File: src/rtl/dmem_access_unit.sv
// MEM-stage data-memory access controller: issues one word-aligned cache request per
// load/store, builds store lanes/byte enables, captures load words and stalls the pipe.
//
// state  | meaning
// IDLE   | waiting for a legal request from EX/MEM
// ACCESS | request outstanding at the cache, pipeline frozen
// DONE   | access finished, waiting for the pipeline to advance
module dmem_access_unit (
  input  logic        clk,
  input  logic        rst,
  input  logic        req_valid,
  input  logic        req_read,
  input  logic        req_write,
  input  logic [2:0]  req_funct3,
  input  logic [31:0] req_addr,
  input  logic [31:0] req_wdata,
  input  logic        pipe_advance,
  output logic        stall,
  output logic        misaligned,
  output logic [31:0] load_raw,
  output logic [1:0]  load_alignment,
  output logic [2:0]  load_funct3,
  output logic        dmem_read,
  output logic        dmem_write,
  output logic [31:0] dmem_address,
  output logic [31:0] dmem_wdata,
  output logic [3:0]  dmem_byte_enable,
  input  logic        dmem_resp,
  input  logic [31:0] dmem_rdata
);

  typedef enum logic [1:0] {IDLE, ACCESS, DONE} state_t;
  state_t state;

  logic       is_half;
  logic       is_word;
  logic       f3_legal;
  logic       go;
  logic [3:0] store_be;

  always_comb begin
    is_half    = (req_funct3[1:0] == 2'b01);
    is_word    = (req_funct3[1:0] == 2'b10);
    misaligned = (state == IDLE) && req_valid &&
                 ((is_half && req_addr[0]) || (is_word && (req_addr[1:0] != 2'b00)));
    // unsigned load variants exist only for loads
    case (req_funct3)
      3'b000, 3'b001, 3'b010: f3_legal = 1'b1;
      3'b100, 3'b101:         f3_legal = req_read;
      default:                f3_legal = 1'b0;
    endcase
    go    = (state == IDLE) && req_valid && (req_read || req_write) && !misaligned && f3_legal;
    stall = go || (state == ACCESS);
    case (req_funct3[1:0])
      2'b00:   store_be = 4'b0001 << req_addr[1:0];
      2'b01:   store_be = 4'b0011 << req_addr[1:0];
      default: store_be = 4'b1111;
    endcase
  end

  always_ff @(posedge clk or posedge rst) begin
    if (rst) begin
      state            <= IDLE;
      dmem_read        <= 1'b0;
      dmem_write       <= 1'b0;
      dmem_address     <= '0;
      dmem_wdata       <= '0;
      dmem_byte_enable <= '0;
      load_raw         <= '0;
      load_alignment   <= '0;
      load_funct3      <= '0;
    end else begin
      case (state)
        IDLE: begin
          if (go) begin
            state        <= ACCESS;
            dmem_address <= {req_addr[31:2], 2'b00};
            dmem_wdata   <= req_wdata << {req_addr[1:0], 3'b000};
            if (req_read) begin
              dmem_read        <= 1'b1;
              dmem_write       <= 1'b0;
              dmem_byte_enable <= 4'b1111;
              load_alignment   <= req_addr[1:0];
              load_funct3      <= req_funct3;
            end else begin
              dmem_read        <= 1'b0;
              dmem_write       <= 1'b1;
              dmem_byte_enable <= store_be;
            end
          end
        end
        ACCESS: begin
          if (dmem_resp) begin
            if (dmem_read) load_raw <= dmem_rdata;
            dmem_read  <= 1'b0;
            dmem_write <= 1'b0;
            state      <= DONE;
          end
        end
        DONE: begin
          if (pipe_advance) state <= IDLE;
        end
        default: state <= IDLE;
      endcase
    end
  end

endmodule
File: config.mk
export PLATFORM = sky130hd
export DESIGN_NAME = dmem_access_unit
export DESIGN_NICKNAME = d
export VERILOG_FILES = /design/src/rtl/dmem_access_unit.sv
export SDC_FILE = /design/constraint.sdc
export NUM_CORES = 1
export LEC_CHECK = 0
export ABC_AREA = 1
export CORE_MARGIN = 8
export CORE_UTILIZATION = 40
export DETAILED_ROUTE_END_ITERATION = 16
export GPL_TIMING_DRIVEN = 1
export PLACE_DENSITY = 0.88
export SKIP_CTS_REPAIR_TIMING = 1
export SLEW_MARGIN = 40
export SYNTH_ARGS = -nofsm -noshare
export SYNTH_HDL_FRONTEND = slang
export SYNTH_SLANG_ARGS = --single-unit
File: constraint.sdc
create_clock -name clk -period 4.65 [get_ports clk]
set_clock_uncertainty 0.1 [all_clocks]
set_input_delay 0.6975 -clock clk [delete_from_list [all_inputs] [get_ports clk]]
set_output_delay 0.6975 -clock clk [all_outputs]
set_load 0.02 [all_outputs]
Yosys cells after proc, flatten, opt, wreduce, memory -nomap -nowiden:

Index checks and enable logic that the tools add are counted.

* bits in registers: 107
* input port bits: 106
* output and inout bits: 109

* eq/ne operators: 11
* shift operators: 3
* multiplexer cells: 14
* reductions and logical operators: 23

Operators by type and width (count)
* 32-bit by 5-bit << shifter with 32-bit output: 1
* 3-bit AND reduction: 4
* 4-bit one-hot mux with 2 select lines: 1
* 1-bit logical AND: 7
* 3-bit equality test (second input constant): 2
* 2-bit 2-to-1 mux: 3
* 2-bit inequality test (second input constant): 3
* 1-bit one-hot mux with 2 select lines: 3
* 2-bit one-hot mux with 3 select lines: 1
* 1-bit 2-to-1 mux: 5
* 2-bit by 1-bit equality test with 1-bit output (second input constant): 2
* 2-bit equality test (second input constant): 2
* 2-bit zero test: 2
* 4-bit 2-to-1 mux: 1
* 2-bit nonzero test: 2
* 1-bit by 2-bit << shifter with 4-bit output (first input constant): 1
* 2-bit by 2-bit << shifter with 4-bit output (first input constant): 1
* 3-bit by 1-bit equality test with 1-bit output (second input constant): 1
* 3-bit by 2-bit equality test with 1-bit output (second input constant): 1
* 3-bit zero test: 1
* 1-bit logical OR: 3
* 3-bit OR reduction: 1
* 2-bit AND reduction: 1
* 2-bit OR reduction: 1
* 1-bit zero test: 1

Logic depth before layout (Yosys ltp):

* word-level depth: 9
* depth in mapped cells: 11

Worst setup path before layout:

Ideal clock, no wire load.

* path type: input port to output port
* start: in req_addr[0]
* end: out stall
* arrival: 1.632 ns
* required time: 3.853 ns
* setup slack: 2.221 ns
* stages: 10
* path buffers: 3
* cells stage by stage: buf_6 -> inv_4 -> nand2_1 -> nand2_1 -> nand2_1 -> nand2_2 -> nand2_2 -> buf_6 -> buf_4 -> nand2_1

* word-level cells in the longest chain between the ends: 8

Ends and longest elaborated chain
* from (decl): line 15 `input logic [31:0] req_addr,`
* 2-bit nonzero test: line 45 `((is_half && req_addr[0]) || (is_word && (req_addr[1:0] != 2'b00)));`
* 1-bit logical AND: line 45
* 1-bit logical OR *: line 45
* 1-bit logical AND *: line 44 `misaligned = (state == IDLE) && req_valid &&`
* 1-bit zero test *: line 52 `go = (state == IDLE) && req_valid && (req_read || req_write) && !misaligned && f3_legal;`
* 1-bit logical AND * (2 in series): line 52
* 1-bit logical OR *: line 53 `stall = go || (state == ACCESS);`
* to (decl): line 18 `output logic stall,`

Every way passes the cells marked *; elsewhere a longest branch is shown, timed or not.

Worst setup path after layout:

Same ends and word-level chain as after synthesis.

==> flow_metrics.env <==
export IMPL_status="finished, final reports clean"
export IMPL_slew_headroom_pct=52.59
export IMPL_fmax_mhz=278.4
export IMPL_start_kind="input pin"
export IMPL_dp_hpwl_um=10830
export IMPL_syn2layout_area_growth_pct=51.20
export IMPL_numCtsBuffers=9
export IMPL_fin_crit_sh_pct=77.23
export IMPL_yosys_warnings=0
export IMPL_ys_seq_elements=107
export IMPL_die_h_um=125.7
export IMPL_routed_wl_um=14900
export IMPL_synth_top_cell_area_share_pct=55.67
export IMPL_p_clk_share_pct=18.8
export IMPL_clock_latency_ns=0.34
export IMPL_cp_arrival_ns=2.79
export IMPL_cp_max_fo=34
export IMPL_syn_cell_area_um2=4810
export IMPL_ys_types=24
export IMPL_clk_pin_slew_worst_paths_ns=0.07
export IMPL_cts_sinks=107
export IMPL_syn_area_per_cell_um2=8.321
export IMPL_fp_dieArea_um2=15790
export IMPL_power_leakage_nw=3.453
export IMPL_globalplace_congestion=0.8273
export IMPL_synth_area_leader_cell="dfrtp_1"
export IMPL_fin_nets=875
export IMPL_intPower_w=0.002572
export IMPL_htree_levels=3
export IMPL_tritoncts="built"
export IMPL_grt_pass1_wl_um=24120
export IMPL_gr_total_overflow=0
export IMPL_rr_worst_depth=7
export IMPL_final_min_clock_period_ns=3.591
export IMPL_path_class="input pin to output pin"
export IMPL_p_sw_share_pct=36.74
export IMPL_std_cell_rows=40
export IMPL_worst_pin_slew_ns=0.7112
export IMPL_postSynthCellCount=578
export IMPL_worstHoldPathCells=1
export IMPL_grt_max_degree=105
export IMPL_seq_power_share_pct=36.6
export IMPL_p_total_w=0.004066
export IMPL_drive_above_1_share_pct=5.556
export IMPL_viasPerCell=4.922
export IMPL_min_path_type="flop to flop"
export IMPL_wl_per_cell_um=16.17
export IMPL_drtPass1Iterations=4
export IMPL_coreArea_um2=11860
export IMPL_setup_tns_ns=0
export IMPL_start_util_pct=40.55
export IMPL_antenna_found_initial=0
export IMPL_n_antenna_cell=0
export IMPL_grt_usage_pct=18.96
export IMPL_die_x_um=125.7
export IMPL_cts_buffer_depth=2
export IMPL_synth_seq_area_share_pct=55.67
export IMPL_ff2ff_setup_slack_ns=2.46
export IMPL_comb_power_share_pct=44.6
export IMPL_p_switching_w=0.001494
export IMPL_powerDensity_nw_per_um2=559.1
export IMPL_slew_viol_final=0
export IMPL_grt_setup_unrepaired="false"
export IMPL_synthTopCellsByArea="dfrtp_1 56%, nand2_1 15%, o21ai_0 7.8%"
export IMPL_drc_errors=0
export IMPL_required_ns=3.85
export IMPL_drt_iter0_markers=329
export IMPL_ir_worst_vdd_v=0.0002080
export IMPL_port_buffers=212
export IMPL_hold_violations=0
export IMPL_grt_pass1_vias=4489
export IMPL_finalSetupViolCount=0
export IMPL_crit_path_end_kind="output pin"
export IMPL_vias=4533
export IMPL_ant_nets=0
export IMPL_root_buffer="clkbuf_16"
export IMPL_io_pins=215
export IMPL_maxCapViolCount=0
-- flip-flops by register name (all words and copies together) (netlist names) --
signal and count:
dmem_write 1, dmem_read 1, state 2, dmem_wdata 32, load_raw 32, dmem_byte_enable 4
load_funct3 3, load_alignment 2, dmem_address 30
-- area by class of cell --
| class | count | area (um^2) |
|---|---|---|
| fill | 1045 | 4589 |
| sequential | 107 | 2678 |
| timing repair buffer | 219 | 2178 |
| multi-input combinational | 381 | 1734 |
| clock buffer | 12 | 246.5 |
| inverter | 51 | 201.4 |
| tap | 147 | 183.9 |
| clock inverter | 4 | 50.05 |
-- routing by layer --
metal	GRT usage (%)	wire (um)
met5	0	0
met4	9.885	540
met3	4.430	1126
met2	30.45	7013
met1	23.38	6216
-- metrics by stage --
step | hold WS, ns | setup WS, ns | std cells | util, % | area (um^2)
floorplan | 0.3292 | 1.035 | 579 | - | 4813
global placement | 0.3371 | 1.075 | 905 | 58.67 | 6959
detailed placement | 0.3461 | 1.060 | 905 | 58.79 | 6973
CTS | 0.3544 | 1.059 | 921 | 61.29 | 7269
global route | 0.3882 | 0.8923 | 921 | 61.31 | 7272
finish | 0.3553 | 1.059 | 921 | 61.31 | 7272
-- critical path, stage by stage --
cell and delay (ns):
clkdlybuf4s50_1 0.53, buf_4 0.32, nand3_1 0.13, nand2_1 0.10, nand2_2 0.25, nand2_4 0.17, nand2_1 0.05, clkdlybuf4s50_1 0.53
-- path summary, 6_finish.rpt --
kind,start,end
worst min register to register,state[0]$_DFFE_PP0P_,state[1]$_DFFE_PP0P_
max in group asynchronous,rst,load_raw[12]$_DFFE_PP0P_
worst min-delay path,state[0]$_DFFE_PP0P_,state[1]$_DFFE_PP0P_
worst max register to register,state[1]$_DFFE_PP0P_,dmem_wdata[23]$_DFFE_PP0P_
worst max-delay path,req_addr[0],stall
min in group asynchronous,rst,load_raw[20]$_DFFE_PP0P_
-- power by group through the flow --
stage	sequential, W	clock, W	combinational (W)
global placement	0.00148	0	0.00180
finish	0.00149	0.000763	0.00182
CTS	0.00149	0.000785	0.00184
global route	0.00153	0.000823	0.00195
floorplan	0.00194	0	0.000401
detailed placement	0.00150	0	0.00183
-- kinds of logic after synthesis --
family | Yosys count | share of synthesized area (%)
and+or+nand+nor | 279 | 24.35
other | 1 | 0.07797
buffers and inverters | 91 | 8.715
AOI/OAI and AO/OA | 100 | 11.19
DFF | 107 | 55.67
-- cell usage in the layout, fill, tap and decap left out, types with 2 or more instances in the layout --
master           instances
clkbuf_16                9
clkbuf_1                 2
o21ai_1                  7
a21oi_1                  5
nand2_1                192
nand4_1                  5
nor2_2                   2
or2_2                    9
nand3_1                 57
o21ai_2                  4
o21a_1                   8
clkdlybuf4s50_1        212
conb_1                   2
inv_1                   48
buf_4                    6
o21ai_0                 75
nor2_1                  10
clkinvlp_4               2
dfrtp_1                107
-- cell usage after synthesis --
cell type,n
o21ai_0,75
inv_4,1
clkbuf_2,1
inv_2,1
nand2_2,2
or2_2,9
o21ai_2,4
clkbuf_1,16
a21oi_1,5
inv_1,49
nand3_2,1
buf_4,8
nor2_2,2
o21a_1,8
dfrtp_1,107
conb_1,1
nor2_1,10
o21ai_1,7
nand4_1,5
o31ai_1,1
buf_6,4
nand2_1,192
buf_2,11
nand3_1,58
(Power assumes the default switching activity.)
